**src/rtl/rx_segment_parser.sv**
```systemverilog
// Receive-side segment parser: strips Ethernet/IP/UDP framing, extracts the
// application header, writes payload to a frame buffer and checks FCS/length.
module rx_segment_parser #(
  parameter int          PAYLOAD_LEN = 1000,
  parameter int          HDR_SKIP    = 28,
  parameter logic [15:0] ETHERTYPE   = 16'h0800,
  parameter int          ADDR_W      = 20
) (
  input  logic              clk125MHz,
  input  logic              rstb,
  input  logic [7:0]        data,
  input  logic              data_valid,
  input  logic              data_enable,
  input  logic              data_error,
  output logic              wr_en,
  output logic [ADDR_W-1:0] wr_addr,
  output logic [7:0]        wr_data,
  output logic              seg_done,
  output logic              seg_crc_ok,
  output logic [7:0]        seg_txid,
  output logic [7:0]        seg_aux,
  output logic [15:0]       seg_num,
  output logic              busy,
  output logic [15:0]       good_count,
  output logic [15:0]       err_count
);

  typedef enum logic [3:0] {
    S_WAIT_GAP, S_IDLE, S_PRE, S_HDR, S_APP,
    S_PAY, S_FCS, S_TAIL, S_DROP
  } state_t;

  localparam logic [15:0] HDR_LAST = 16'(14 + HDR_SKIP - 1);
  localparam logic [15:0] PAY_LAST = 16'(PAYLOAD_LEN - 1);
  localparam logic [31:0] CRC_RES  = 32'hDEBB20E3;

  state_t              r_state;
  logic [15:0]         r_cnt;
  logic [31:0]         r_crc;
  logic [7:0]          r_eth_hi;
  logic [7:0]          r_txid;
  logic [7:0]          r_aux;
  logic [7:0]          r_num_hi;
  logic [15:0]         r_num;
  logic [ADDR_W-1:0]   r_addr;

  logic                w_smp;
  logic [31:0]         w_crc_nx;
  logic [15:0]         w_num;
  logic [ADDR_W-1:0]   w_base;

  function automatic logic [31:0] crc_byte(
    input logic [31:0] c,
    input logic [7:0]  d
  );
    logic [31:0] x;
    x = c ^ {24'd0, d};
    for (int i = 0; i < 8; i++)
      x = x[0] ? ((x >> 1) ^ 32'hEDB88320) : (x >> 1);
    return x;
  endfunction

  function automatic logic [15:0] sat_inc(input logic [15:0] v);
    return (v == 16'hFFFF) ? v : v + 16'd1;
  endfunction

  assign w_smp    = data_valid & data_enable;
  assign w_crc_nx = crc_byte(r_crc, data);
  assign w_num    = {r_num_hi, data};
  // full-width product, truncated to the buffer address space
  assign w_base   = ADDR_W'(48'(w_num) * 48'(PAYLOAD_LEN));
  assign busy     = !(r_state inside {S_IDLE, S_WAIT_GAP});

  always_ff @(posedge clk125MHz) begin
    if (rstb) begin
      r_state    <= S_WAIT_GAP;
      r_cnt      <= '0;
      r_crc      <= 32'hFFFFFFFF;
      r_eth_hi   <= '0;
      r_txid     <= '0;
      r_aux      <= '0;
      r_num_hi   <= '0;
      r_num      <= '0;
      r_addr     <= '0;
      wr_en      <= 1'b0;
      wr_addr    <= '0;
      wr_data    <= '0;
      seg_done   <= 1'b0;
      seg_crc_ok <= 1'b0;
      seg_txid   <= '0;
      seg_aux    <= '0;
      seg_num    <= '0;
      good_count <= '0;
      err_count  <= '0;
    end else begin
      wr_en    <= 1'b0;
      seg_done <= 1'b0;
      case (r_state)
        S_WAIT_GAP: if (!data_valid) r_state <= S_IDLE;
        S_IDLE: begin
          if (data_valid && data_error) begin
            r_state <= S_DROP;
          end else if (w_smp) begin
            r_cnt   <= 16'd1;
            r_state <= (data == 8'h55) ? S_PRE : S_DROP;
          end
        end
        S_DROP: begin
          if (!data_valid) begin
            err_count <= sat_inc(err_count);
            r_state   <= S_IDLE;
          end
        end
        S_TAIL: begin
          if (!data_valid) begin
            seg_done   <= 1'b1;
            seg_crc_ok <= (r_crc == CRC_RES);
            seg_txid   <= r_txid;
            seg_aux    <= r_aux;
            seg_num    <= r_num;
            if (r_crc == CRC_RES) good_count <= sat_inc(good_count);
            else                  err_count  <= sat_inc(err_count);
            r_state <= S_IDLE;
          end else if (data_error || w_smp) begin
            r_state <= S_DROP;
          end
        end
        default: begin
          // short frame: valid fell before the FCS was complete
          if (!data_valid) begin
            err_count <= sat_inc(err_count);
            r_state   <= S_IDLE;
          end else if (data_error) begin
            r_state <= S_DROP;
          end else if (w_smp) begin
            r_cnt <= r_cnt + 16'd1;
            if (r_state != S_PRE) r_crc <= w_crc_nx;
            case (r_state)
              S_PRE: begin
                if (data == 8'hD5) begin
                  r_crc   <= 32'hFFFFFFFF;
                  r_cnt   <= '0;
                  r_state <= S_HDR;
                end else if (data != 8'h55 || r_cnt == 16'd7) begin
                  r_state <= S_DROP;
                end
              end
              S_HDR: begin
                if (r_cnt == 16'd12) r_eth_hi <= data;
                if (r_cnt == 16'd13 && {r_eth_hi, data} != ETHERTYPE) begin
                  r_state <= S_DROP;
                end else if (r_cnt == HDR_LAST) begin
                  r_cnt   <= '0;
                  r_state <= S_APP;
                end
              end
              S_APP: begin
                case (r_cnt[1:0])
                  2'd0: r_txid   <= data;
                  2'd1: r_aux    <= data;
                  2'd2: r_num_hi <= data;
                  default: begin
                    r_num   <= w_num;
                    r_addr  <= w_base;
                    r_cnt   <= '0;
                    r_state <= S_PAY;
                  end
                endcase
              end
              S_PAY: begin
                wr_en   <= 1'b1;
                wr_addr <= r_addr;
                wr_data <= data;
                r_addr  <= r_addr + 1'b1;
                if (r_cnt == PAY_LAST) begin
                  r_cnt   <= '0;
                  r_state <= S_FCS;
                end
              end
              S_FCS: if (r_cnt == 16'd3) r_state <= S_TAIL;
              default: ;
            endcase
          end
        end
      endcase
    end
  end

endmodule

```
**config.mk**
```make
export PLATFORM = sky130hd
export DESIGN_NAME = rx_segment_parser
export DESIGN_NICKNAME = d
export VERILOG_FILES = /design/src/rtl/rx_segment_parser.sv
export SDC_FILE = /design/constraint.sdc
export NUM_CORES = 1
export LEC_CHECK = 0
export ABC_CLOCK_PERIOD_IN_PS = 5050
export BUFFER_PORTS_ARGS = -buffer_cell sky130_fd_sc_hd__clkbuf_2
export CAP_MARGIN = 30
export CORE_UTILIZATION = 54
export CTS_CLUSTER_DIAMETER = 150
export DETAILED_ROUTE_END_ITERATION = 7
export PLACE_DENSITY = 0.77
export SLEW_MARGIN = 10
export SYNTH_ARGS = -nofsm -noshare
export SYNTH_HDL_FRONTEND = slang
export SYNTH_SLANG_ARGS = --single-unit
```
**constraint.sdc**
```tcl
create_clock -name clk125MHz -period 5.05 [get_ports clk125MHz]
set_input_delay 0.7575 -clock clk125MHz [delete_from_list [all_inputs] [get_ports clk125MHz]]
set_output_delay 0.7575 -clock clk125MHz [all_outputs]
set_load 0.03 [all_outputs]
```
==> results.json, run 1 <==
{
  "timing.final.crit_share_pct": 88.8,
  "global_route.overflow_total": 0,
  "power.share.switching_pct": 27.6,
  "ys_top_cells_by_area": "dfxtp_1 36%, nand2_1 8.4%, fa_1 7.1%, a21oi_1 6.2%, ha_1 5.3%",
  "finalWorstSetupSlack_ps": 567,
  "worst_path_clk_slew_ps": 60,
  "syn_to_final_growth_pct": 12.7,
  "routabilityCongestion": 0.875,
  "power.share.combinational_pct": 19.3,
  "p_int_uw": 3070,
  "firstDrtPassIters": 6,
  "dp_slack_ps": 57.7,
  "clkLatencyLatePin_ps": 510,
  "tritoncts_num_sinks": 215,
  "cells_traversed_along_the_worst_timing_path": "clkbuf_2, inv_1, fa_1, fa_1, fa_1, fa_1, inv_1, ha_1, nand3_1, o211ai_1, o221ai_1, o21ai_0, a21oi_1, and3_1, nor4_1",
  "cts_max_path_buffers": 3,
  "numPlacedInstances": 1767,
  "grt_antenna_before_repair": 0,
  "die_h_um": 150,
  "fmaxAchievable_ghz": 0.223,
  "finish.cell_count_without_fillers": 1811,
  "ctsResizeCount": 0,
  "largest_stage_delay_on_the_critical_path_ps": 540,
  "worst_ep_required_time_ps": 5460,
  "outcome": "completed",
  "netSwitchingPower_uw": 1170,
  "slew_viol_final": 0,
  "synth.distinct_cells": 77,
  "std_cell_rows": 53,
  "async_reset_ff_share_pct": 0,
  "holdBufCountCts": 0,
  "sequentialPowerShare_pct": 40.0,
  "avgSynthCellArea_um2": 8.26,
  "placement.io_buffers": 108,
  "vdd.ir_drop.worst_mv": 0.224,
  "grt_usage_pct": 26.0,
  "power_per_cell_area_nw_per_um2": 317,
  "critical_path.slowest_cell": "fa_1",
  "timing.final.hold_violations": 0,
  "grt_start_max_net_pins": 69,
  "start_kind": "input port",
  "post_route_cells_drive_above_1_share_pct": 13.2,
  "worstMarginPinSlew_ps": 787,
  "dp.final_hpwl_um": 20300,
  "critPathMostFrequentCell": "fa_1",
  "cts-buffers-inserted": 24,
  "grt_first_pass_wirelength_um": 47700,
  "finalSetupTns_ps": 0,
  "yosysSeqAreaShare_pct": 36.2,
  "tritoncts": "built",
  "dominantRegCellSynth": "dfxtp_1",
  "post-layout-total-power_uw": 4250,
  "first_global_vias": 9728,
  "die_area_um2": 22600,
  "synth_top_cell_area_share_pct": 36.2,
  "worst_setup_path_end_kind": "register",
  "antennaDiodeCount": 0,
  "crit_type": "in -> reg",
  "mappedNetlistNets": 1546,
  "leakage_uw": 0.00523,
  "route.final.wire_length_um": 29000,
  "rsz0062_at_grt": "no",
  "synth_enable_flop_cells": 0,
  "timing.hold.worst.class": "reg -> reg",
  "cp_max_fo": 6,
  "synth_warnings": 0,
  "finalNetCount": 1623,
  "most_frequent_cells_in_the_layout": "265 x nand2_1, 215 x dfxtp_1, 147 x a21oi_1, 107 x nor2_1, 107 x clkbuf_2",
  "max-slew-margin-rel_pct": 47.3,
  "root_buffer": "clkbuf_16",
  "critPathArrivalTime_ps": 4900,
  "core_region_area_um2": 21300,
  "die_width_um": 150,
  "cts_setup_buffers": 0,
  "setup-violations-final": 0,
  "synthCells": 1441,
  "drt-wirelength-per-cell_um": 16.0,
  "layout_commonest_cell": "nand2_1",
  "ff_latch_area_um2": 4300,
  "cap_violations": 0,
  "drt_first_iter_violations": 660,
  "pin_count": 109,
  "total_area_of_multi_input_combinational_cells_um2": 6870,
  "clock_power_share_pct": 40.6,
  "vias_per_cell": 5.65,
  "clock_skew_ps": 7.56,
  "finalCriticalPeriod_ps": 4480,
  "post-route-drc-count": 0,
  "mappedNetlistArea_um2": 11900,
  "synth.largest_area_cell": "dfxtp_1",
  "fillerInstances": 1832,
  "h-tree-depth": 1,
  "dr_total_vias": 10236,
  "antenna_violating_nets_post_route": 0,
  "synth.ff_latch_count": 215,
  "initial_cell_density_of_the_core_pct": 55.9,
  "hold_ws_ps": 451
}
[final cells by class]
class / count / area share [%]
clock buffers: 36 / 5.35
clock inverters: 8 / 0.550
inverters: 89 / 2.49
multi-input cells: 1053 / 51.2
flip-flops and latches: 215 / 32.1
well taps: 275 / 2.57
repair buffers: 135 / 5.73
[cell usage after synthesis, types with 13 or more instances]
cell type / instances
dfxtp_1: 215
and3_1: 13
a21oi_1: 147
clkbuf_1: 68
ha_1: 50
nor2_1: 108
xor2_1: 55
o21ai_0: 37
o22ai_1: 34
fa_1: 42
inv_1: 89
nand2_1: 265
xnor2_1: 68
nand3_1: 53
nor3_1: 25
nand4_1: 30
[worst max-delay path: cells and delay by family]
kind,cells,cell delay (ps)
fa+ha+maj,5,2320
simple gates,3,420
buf+inv,3,380
compound gates,4,1000
[final timing paths]
| path | start | endpoint | slack [ps] | cells past startpoint |
|---|---|---|---|---|
| worst max-delay path | data[3] | r_addr[19] | 570 | 15 |
| worst max register to register | r_num_hi[0] | r_addr[18] | 860 | 14 |
| worst min-delay path | wr_addr[2] | wr_addr[2] | 450 | 2 |
| worst min register to register | wr_addr[2] | wr_addr[2] | 450 | 2 |
[power groups by stage]
stage	Clock, uW	Combinational (uW)	Sequential [uW]
global placement	0	783	1740
global route	1820	941	1700
detailed placement	0	813	1740
finish	1730	822	1700
CTS	1750	822	1700
floorplan	0	646	1740
[cells by family (layout without fill, tap and decap cells)]
logic type / Yosys count / in the layout / synth area share (%)
flip-flops: 215 / 215 / 36.2
AO/OA/AOI/OAI: 272 / 272 / 13.6
buffers and inverters: 173 / 268 / 6.25
XOR/XNOR: 126 / 126 / 9.46
AND/OR/NAND/NOR: 561 / 561 / 22.1
adder cells (fa/ha/maj): 92 / 92 / 12.3
multiplexers: 2 / 2 / 0.179
[state kept, by name, indices dropped and copies added (netlist names), 4 cells and up]
signal / cells
err_count: 16
r_num_hi: 8
wr_addr: 20
seg_txid: 8
r_txid: 8
seg_aux: 8
r_addr: 20
good_count: 16
r_eth_hi: 8
r_cnt: 16
r_aux: 8
wr_data: 8
r_crc: 32
r_state: 4
seg_num: 16
r_num: 16
[metal layers]
layer	global-route usage, %	routed length, um
met1	34.2	12400
met2	43.4	14000
met3	3.00	1510
met4	10.3	993
met5	0	0
[stage by stage]
| stage | util, % | cell area, um2 |
|---|---|---|
| floorplan | - | 11900 |
| global placement | 59.1 | 12600 |
| detailed placement | 59.3 | 12600 |
| CTS | 63.0 | 13400 |
| global route | 63.0 | 13400 |
| finish | 63.0 | 13400 |
Power figures use the tool's default switching activity.
==> run 2, diff against run 1 <==
ABC_CLOCK_PERIOD_IN_PS = 3900   (was 5050)
clock period = 3.9 ns   (was 5.05 ns; I/O delays follow)
==> results.json, run 2 (synthesis gave the netlist of run 1 again) <==
{
  "firstDrtPassIters": 5,
  "antennaDiodeCount": 0,
  "fmaxAchievable_ghz": 0.260,
  "critPathArrivalTime_ps": 4290,
  "cap_violations": 0,
  "pin_count": 109,
  "die_area_um2": 22600,
  "crit_type": "reg -> reg",
  "placement.io_buffers": 108,
  "top_regs": "r_crc: 32 flops, r_addr: 20 flops, wr_addr: 20 flops",
  "slew_viol_final": 0,
  "tritoncts_num_sinks": 215,
  "finalCriticalPeriod_ps": 3850,
  "post_route_cells_drive_above_1_share_pct": 19.3,
  "tritoncts": "built",
  "timing.hold.worst.class": "reg -> reg",
  "worstMarginPinSlew_ps": 918,
  "drt_first_iter_violations": 739,
  "h-tree-depth": 1,
  "routabilityCongestion": 0.904,
  "worst_path_clk_slew_ps": 60,
  "most_frequent_cells_in_the_layout": "265 x nand2_1, 213 x dfxtp_1, 144 x a21oi_1, 106 x nor2_1, 105 x clkbuf_2",
  "cp_top_family": "adder cells",
  "grt_start_max_net_pins": 96,
  "die_h_um": 150,
  "holdBufCountCts": 0,
  "total_area_of_multi_input_combinational_cells_um2": 7090,
  "cells_traversed_along_the_worst_timing_path": "inv_4, fa_1, inv_1, fa_1, fa_1, inv_1, fa_1, inv_1, ha_1, o21ai_1, a21oi_2, o41ai_2, or4_1, o211ai_1",
  "worst_ep_required_time_ps": 4340,
  "route.final.wire_length_um": 29400,
  "largest_stage_delay_on_the_critical_path_ps": 540,
  "vdd.ir_drop.worst_mv": 0.402,
  "start_kind": "register",
  "timing.final.hold_violations": 0,
  "layout_commonest_cell": "nand2_1",
  "power_per_cell_area_nw_per_um2": 430,
  "critPathMostFrequentCell": "fa_1",
  "global_route.overflow_total": 0,
  "grt_usage_pct": 25.8,
  "outcome": "completed",
  "dr_total_vias": 10453,
  "syn_to_final_growth_pct": 18.5,
  "registers.top_by_ff_count": "r_crc",
  "finalNetCount": 1673,
  "finalWorstSetupSlack_ps": 52.0,
  "cp_max_fo": 4,
  "timing.final.crit_share_pct": 98.7,
  "antenna_violating_nets_post_route": 0,
  "rsz0062_at_grt": "yes",
  "largest_register_ffs": 32,
  "root_buffer": "clkbuf_16",
  "leakage_uw": 0.00553,
  "ff_latch_area_um2": 4310,
  "max-slew-margin-rel_pct": 38.6,
  "worst_setup_path_end_kind": "register",
  "grt_first_pass_wirelength_um": 47100,
  "core_region_area_um2": 21300,
  "clkLatencyLatePin_ps": 530,
  "clock_skew_ps": 14.2,
  "post-route-drc-count": 0,
  "setup-violations-final": 0,
  "dp.final_hpwl_um": 20200,
  "std_cell_rows": 53,
  "initial_cell_density_of_the_core_pct": 55.9,
  "fillerInstances": 1744,
  "first_global_vias": 9716,
  "cts-buffers-inserted": 24,
  "dp_slack_ps": -526,
  "finalSetupTns_ps": 0,
  "vias_per_cell": 5.62,
  "worstPathBufferInverterCount": 4,
  "cts_max_path_buffers": 3,
  "grt_antenna_before_repair": 0,
  "drt-wirelength-per-cell_um": 15.8,
  "die_width_um": 150,
  "critical_path.slowest_cell": "or4_1"
}
==> run 2: worst min-delay path: cells and delay by family (launching register included) <==
family | cells | cell delay (ps)
flops | 1 | 310
compound gates | 1 | 50
simple gates | 1 | 50
==> run 2: worst paths after layout <==
check	startpoint	cells past startpoint	slack (ps)	to
max reg2reg	r_num_hi[0]	14	50	r_addr[18]
max	r_num_hi[0]	14	50	r_addr[18]
min	seg_aux[5]	2	450	seg_aux[5]
min reg2reg	seg_aux[5]	2	450	seg_aux[5]
==> run 2: layer usage <==
metal  part of all wire (%)  GRT usage (%)
met1                     44           34.5
met2                     48           43.1
met3                    5.8           3.39
met4                    2.3           7.68
met5                      0              0
==> run 2: timing repair <==
action | CTS | global route
setup endpoints to repair | 1 | 7
gates resized for setup | 1 | 52
pin swaps | 0 | 38
buffers inserted | 0 | 5
==> run 2: cell type report <==
class / instances / area share [%]
timing repair buffer: 185 / 8.18
clock inverter: 8 / 0.922
tap: 275 / 2.44
sequential: 215 / 30.5
multi-input combinational: 1053 / 50.2
inverter: 89 / 2.53
clock buffer: 36 / 5.14
==> run 2: per-stage QoR <==
stage / total power (uW) / hold WS (ps) / instance area, um2 / util, % / cells
global route: 6370 / 469 / 14100 / 66.3 / 1861
global placement: 3530 / 439 / 13000 / 61.0 / 1809
CTS: 5950 / 444 / 13800 / 65.1 / 1854
finish: 6060 / 452 / 14100 / 66.3 / 1861
detailed placement: 3550 / 445 / 13000 / 61.0 / 1810
floorplan: 3180 / 432 / 12000 / - / 1441
==> run 2: power breakdown <==
group          internal (uW)  switching, uW
clock                   1490            903
sequential              2200           6.24
combinational            730            736
total                   4410           1650
==> run 3, diff against run 2 <==
--- a/config.mk
+++ b/config.mk
@@ -9,4 +9,6 @@
 export BUFFER_PORTS_ARGS = -buffer_cell sky130_fd_sc_hd__clkbuf_2
 export CAP_MARGIN = 30
+export CORE_ASPECT_RATIO = 1.2
+export CORE_MARGIN = 5
 export CORE_UTILIZATION = 54
 export CTS_CLUSTER_DIAMETER = 150
==> constraint.sdc (replaced) <==
create_clock -name clk125MHz -period 3.9 [get_ports clk125MHz]
set_input_delay 0.585 -clock clk125MHz [delete_from_list [all_inputs] [get_ports clk125MHz]]
set_output_delay 0.585 -clock clk125MHz [all_outputs]
set_load 0.01 [all_outputs]
==> results.json, run 3 (synthesis gave the netlist of run 1 again) <==
{
  "dp.final_hpwl_um": 20700,
  "timing.final.hold_violations": 0,
  "post_route_cells_drive_above_1_share_pct": 18.1,
  "route.final.wire_length_um": 29000,
  "hold_path_depth": 2,
  "worstMarginPinSlew_ps": 871,
  "max-slew-margin-rel_pct": 41.7,
  "global_route.overflow_total": 0,
  "cts_max_path_buffers": 3,
  "worst_setup_path_end_kind": "register",
  "rsz0062_at_grt": "yes",
  "dr_total_vias": 10378,
  "root_buffer": "clkbuf_16",
  "largest_register_ffs": 32,
  "finish.cell_count_without_fillers": 1847,
  "antenna_violating_nets_post_route": 0,
  "grt_usage_pct": 22.1,
  "timing.rr.start": "r_num_hi[1]",
  "timing.hold.worst.class": "reg -> reg",
  "post-route-drc-count": 0,
  "vdd.ir_drop.worst_mv": 0.404,
  "cap_violations": 0,
  "clkLatencyLatePin_ps": 500,
  "cp_max_fo": 4,
  "netSwitchingPower_uw": 1570,
  "crit_type": "in -> reg",
  "critPathArrivalTime_ps": 4200,
  "fmaxAchievable_ghz": 0.261,
  "std_cell_rows": 59,
  "grt_first_pass_wirelength_um": 48200,
  "h-tree-depth": 1,
  "cts-buffers-inserted": 22,
  "ff_latch_area_um2": 4310,
  "registers.top_by_ff_count": "r_crc",
  "dp_slack_ps": -562,
  "layout_commonest_cell": "nand2_1",
  "clock_power_share_pct": 36.5,
  "timing.final.crit_share_pct": 98.1,
  "finalCriticalPeriod_ps": 3830,
  "timing.rr.end": "r_addr[18]",
  "firstDrtPassIters": 5,
  "vias_per_cell": 5.62,
  "first_global_vias": 9845,
  "power_per_cell_area_nw_per_um2": 413,
  "drt-wirelength-per-cell_um": 15.7,
  "sequentialPowerShare_pct": 38.4,
  "placement.io_buffers": 108,
  "syn_to_final_growth_pct": 16.8,
  "most_frequent_cells_in_the_layout": "265 x nand2_1, 212 x dfxtp_1, 144 x a21oi_1, 106 x nor2_1, 104 x clkbuf_2",
  "grt_start_max_net_pins": 77,
  "top_regs": "r_crc: 32 flops, r_addr: 20 flops, wr_addr: 20 flops",
  "core_region_area_um2": 21700,
  "leakage_uw": 0.00545,
  "routabilityCongestion": 0.923,
  "power.share.combinational_pct": 25.1,
  "p_int_uw": 4170,
  "rr_worst_depth": 14,
  "holdBufCountCts": 0,
  "setup-violations-final": 0,
  "rrSetupSlack_ps": 100,
  "total_area_of_multi_input_combinational_cells_um2": 7060,
  "tritoncts_num_sinks": 215,
  "drt_first_iter_violations": 604,
  "die_area_um2": 25100,
  "fillerInstances": 1832,
  "finalSetupTns_ps": 0,
  "power.share.switching_pct": 27.4,
  "min_from": "r_num[12]",
  "die_width_um": 146,
  "clock_skew_ps": 9.91,
  "outcome": "completed",
  "hold_path_end": "seg_num[12]",
  "initial_cell_density_of_the_core_pct": 54.8,
  "antennaDiodeCount": 0,
  "tritoncts": "built",
  "finalNetCount": 1665,
  "final_util_pct": 64.1,
  "pin_count": 109,
  "grt_antenna_before_repair": 0,
  "slew_viol_final": 0,
  "numPlacedInstances": 1807,
  "worst_path_clk_slew_ps": 60,
  "start_kind": "input port",
  "worst_ep_required_time_ps": 4270,
  "die_h_um": 173,
  "finalWorstSetupSlack_ps": 74.5
}
## run 3: worst max path at each step
stage | startpoint | endpoint | slack, ps | cells past startpoint
2_1_floorplan | data[1] | r_addr[19] | -270 | 15
3_3_place_gp | data[1] | r_addr[19] | -470 | 15
3_5_place_dp | data[1] | r_addr[19] | -560 | 15
4_1_cts | r_num_hi[0] | r_addr[18] | 1 | 14
5_1_grt | data[2] | r_addr[19] | -90 | 18
6_report | data[2] | r_addr[19] | 70 | 17
## run 3: final cells by class
| cell class | instances | share of cell area, % |
|---|---|---|
| well taps | 274 | 2.47 |
| clock buffers | 31 | 4.57 |
| repair buffers | 179 | 8.07 |
| multi-input cells | 1053 | 50.8 |
| inverters | 89 | 2.55 |
| flip-flops and latches | 215 | 31.0 |
| clock inverters | 6 | 0.594 |
## run 3: what timing repair did
action,CTS,global route
buffers inserted,1,2
gates resized for setup,1,46
pin swaps,1,16
gates cloned,0,0
endpoints found under the setup margin,2,8
## run 3: metrics by stage
step / hold WS, ps / area (um2) / total power [uW]
after floorplan: 432 / 12000 / 3180
after global placement: 439 / 13000 / 3490
after detailed placement: 445 / 13000 / 3530
after CTS: 453 / 13700 / 5630
after global routing: 473 / 13900 / 6040
final: 448 / 13900 / 5740
## run 3: power by group through the flow
stage	combinational (uW)	sequential [uW]	clock [uW]
floorplan	928	2250	0
global placement	1240	2250	0
detailed placement	1280	2250	0
CTS	1290	2200	2140
global route	1610	2200	2230
finish	1440	2200	2090
## run 3: worst max-delay path: stages
cell	delay (ps)
buf_8	110
fa_1	500
xor2_1	180
ha_1	300
inv_2	40
fa_1	490
fa_1	570
inv_2	50
ha_4	280
nand3_2	70
o211ai_1	210
buf_4	160
o221ai_4	90
o21ai_2	190
a21oi_2	110
nor4_4	200
nor4_4	70
## run 3: metal layers
metal	share of wire, %	GRT usage (%)	wire, um	vias up
met5	0	0	0	-
met4	2.7	6.61	794	0
met3	5.6	3.30	1620	59
met2	51	39.6	14700	292
met1	41	27.5	11900	4919
li1	-	-	-	5108
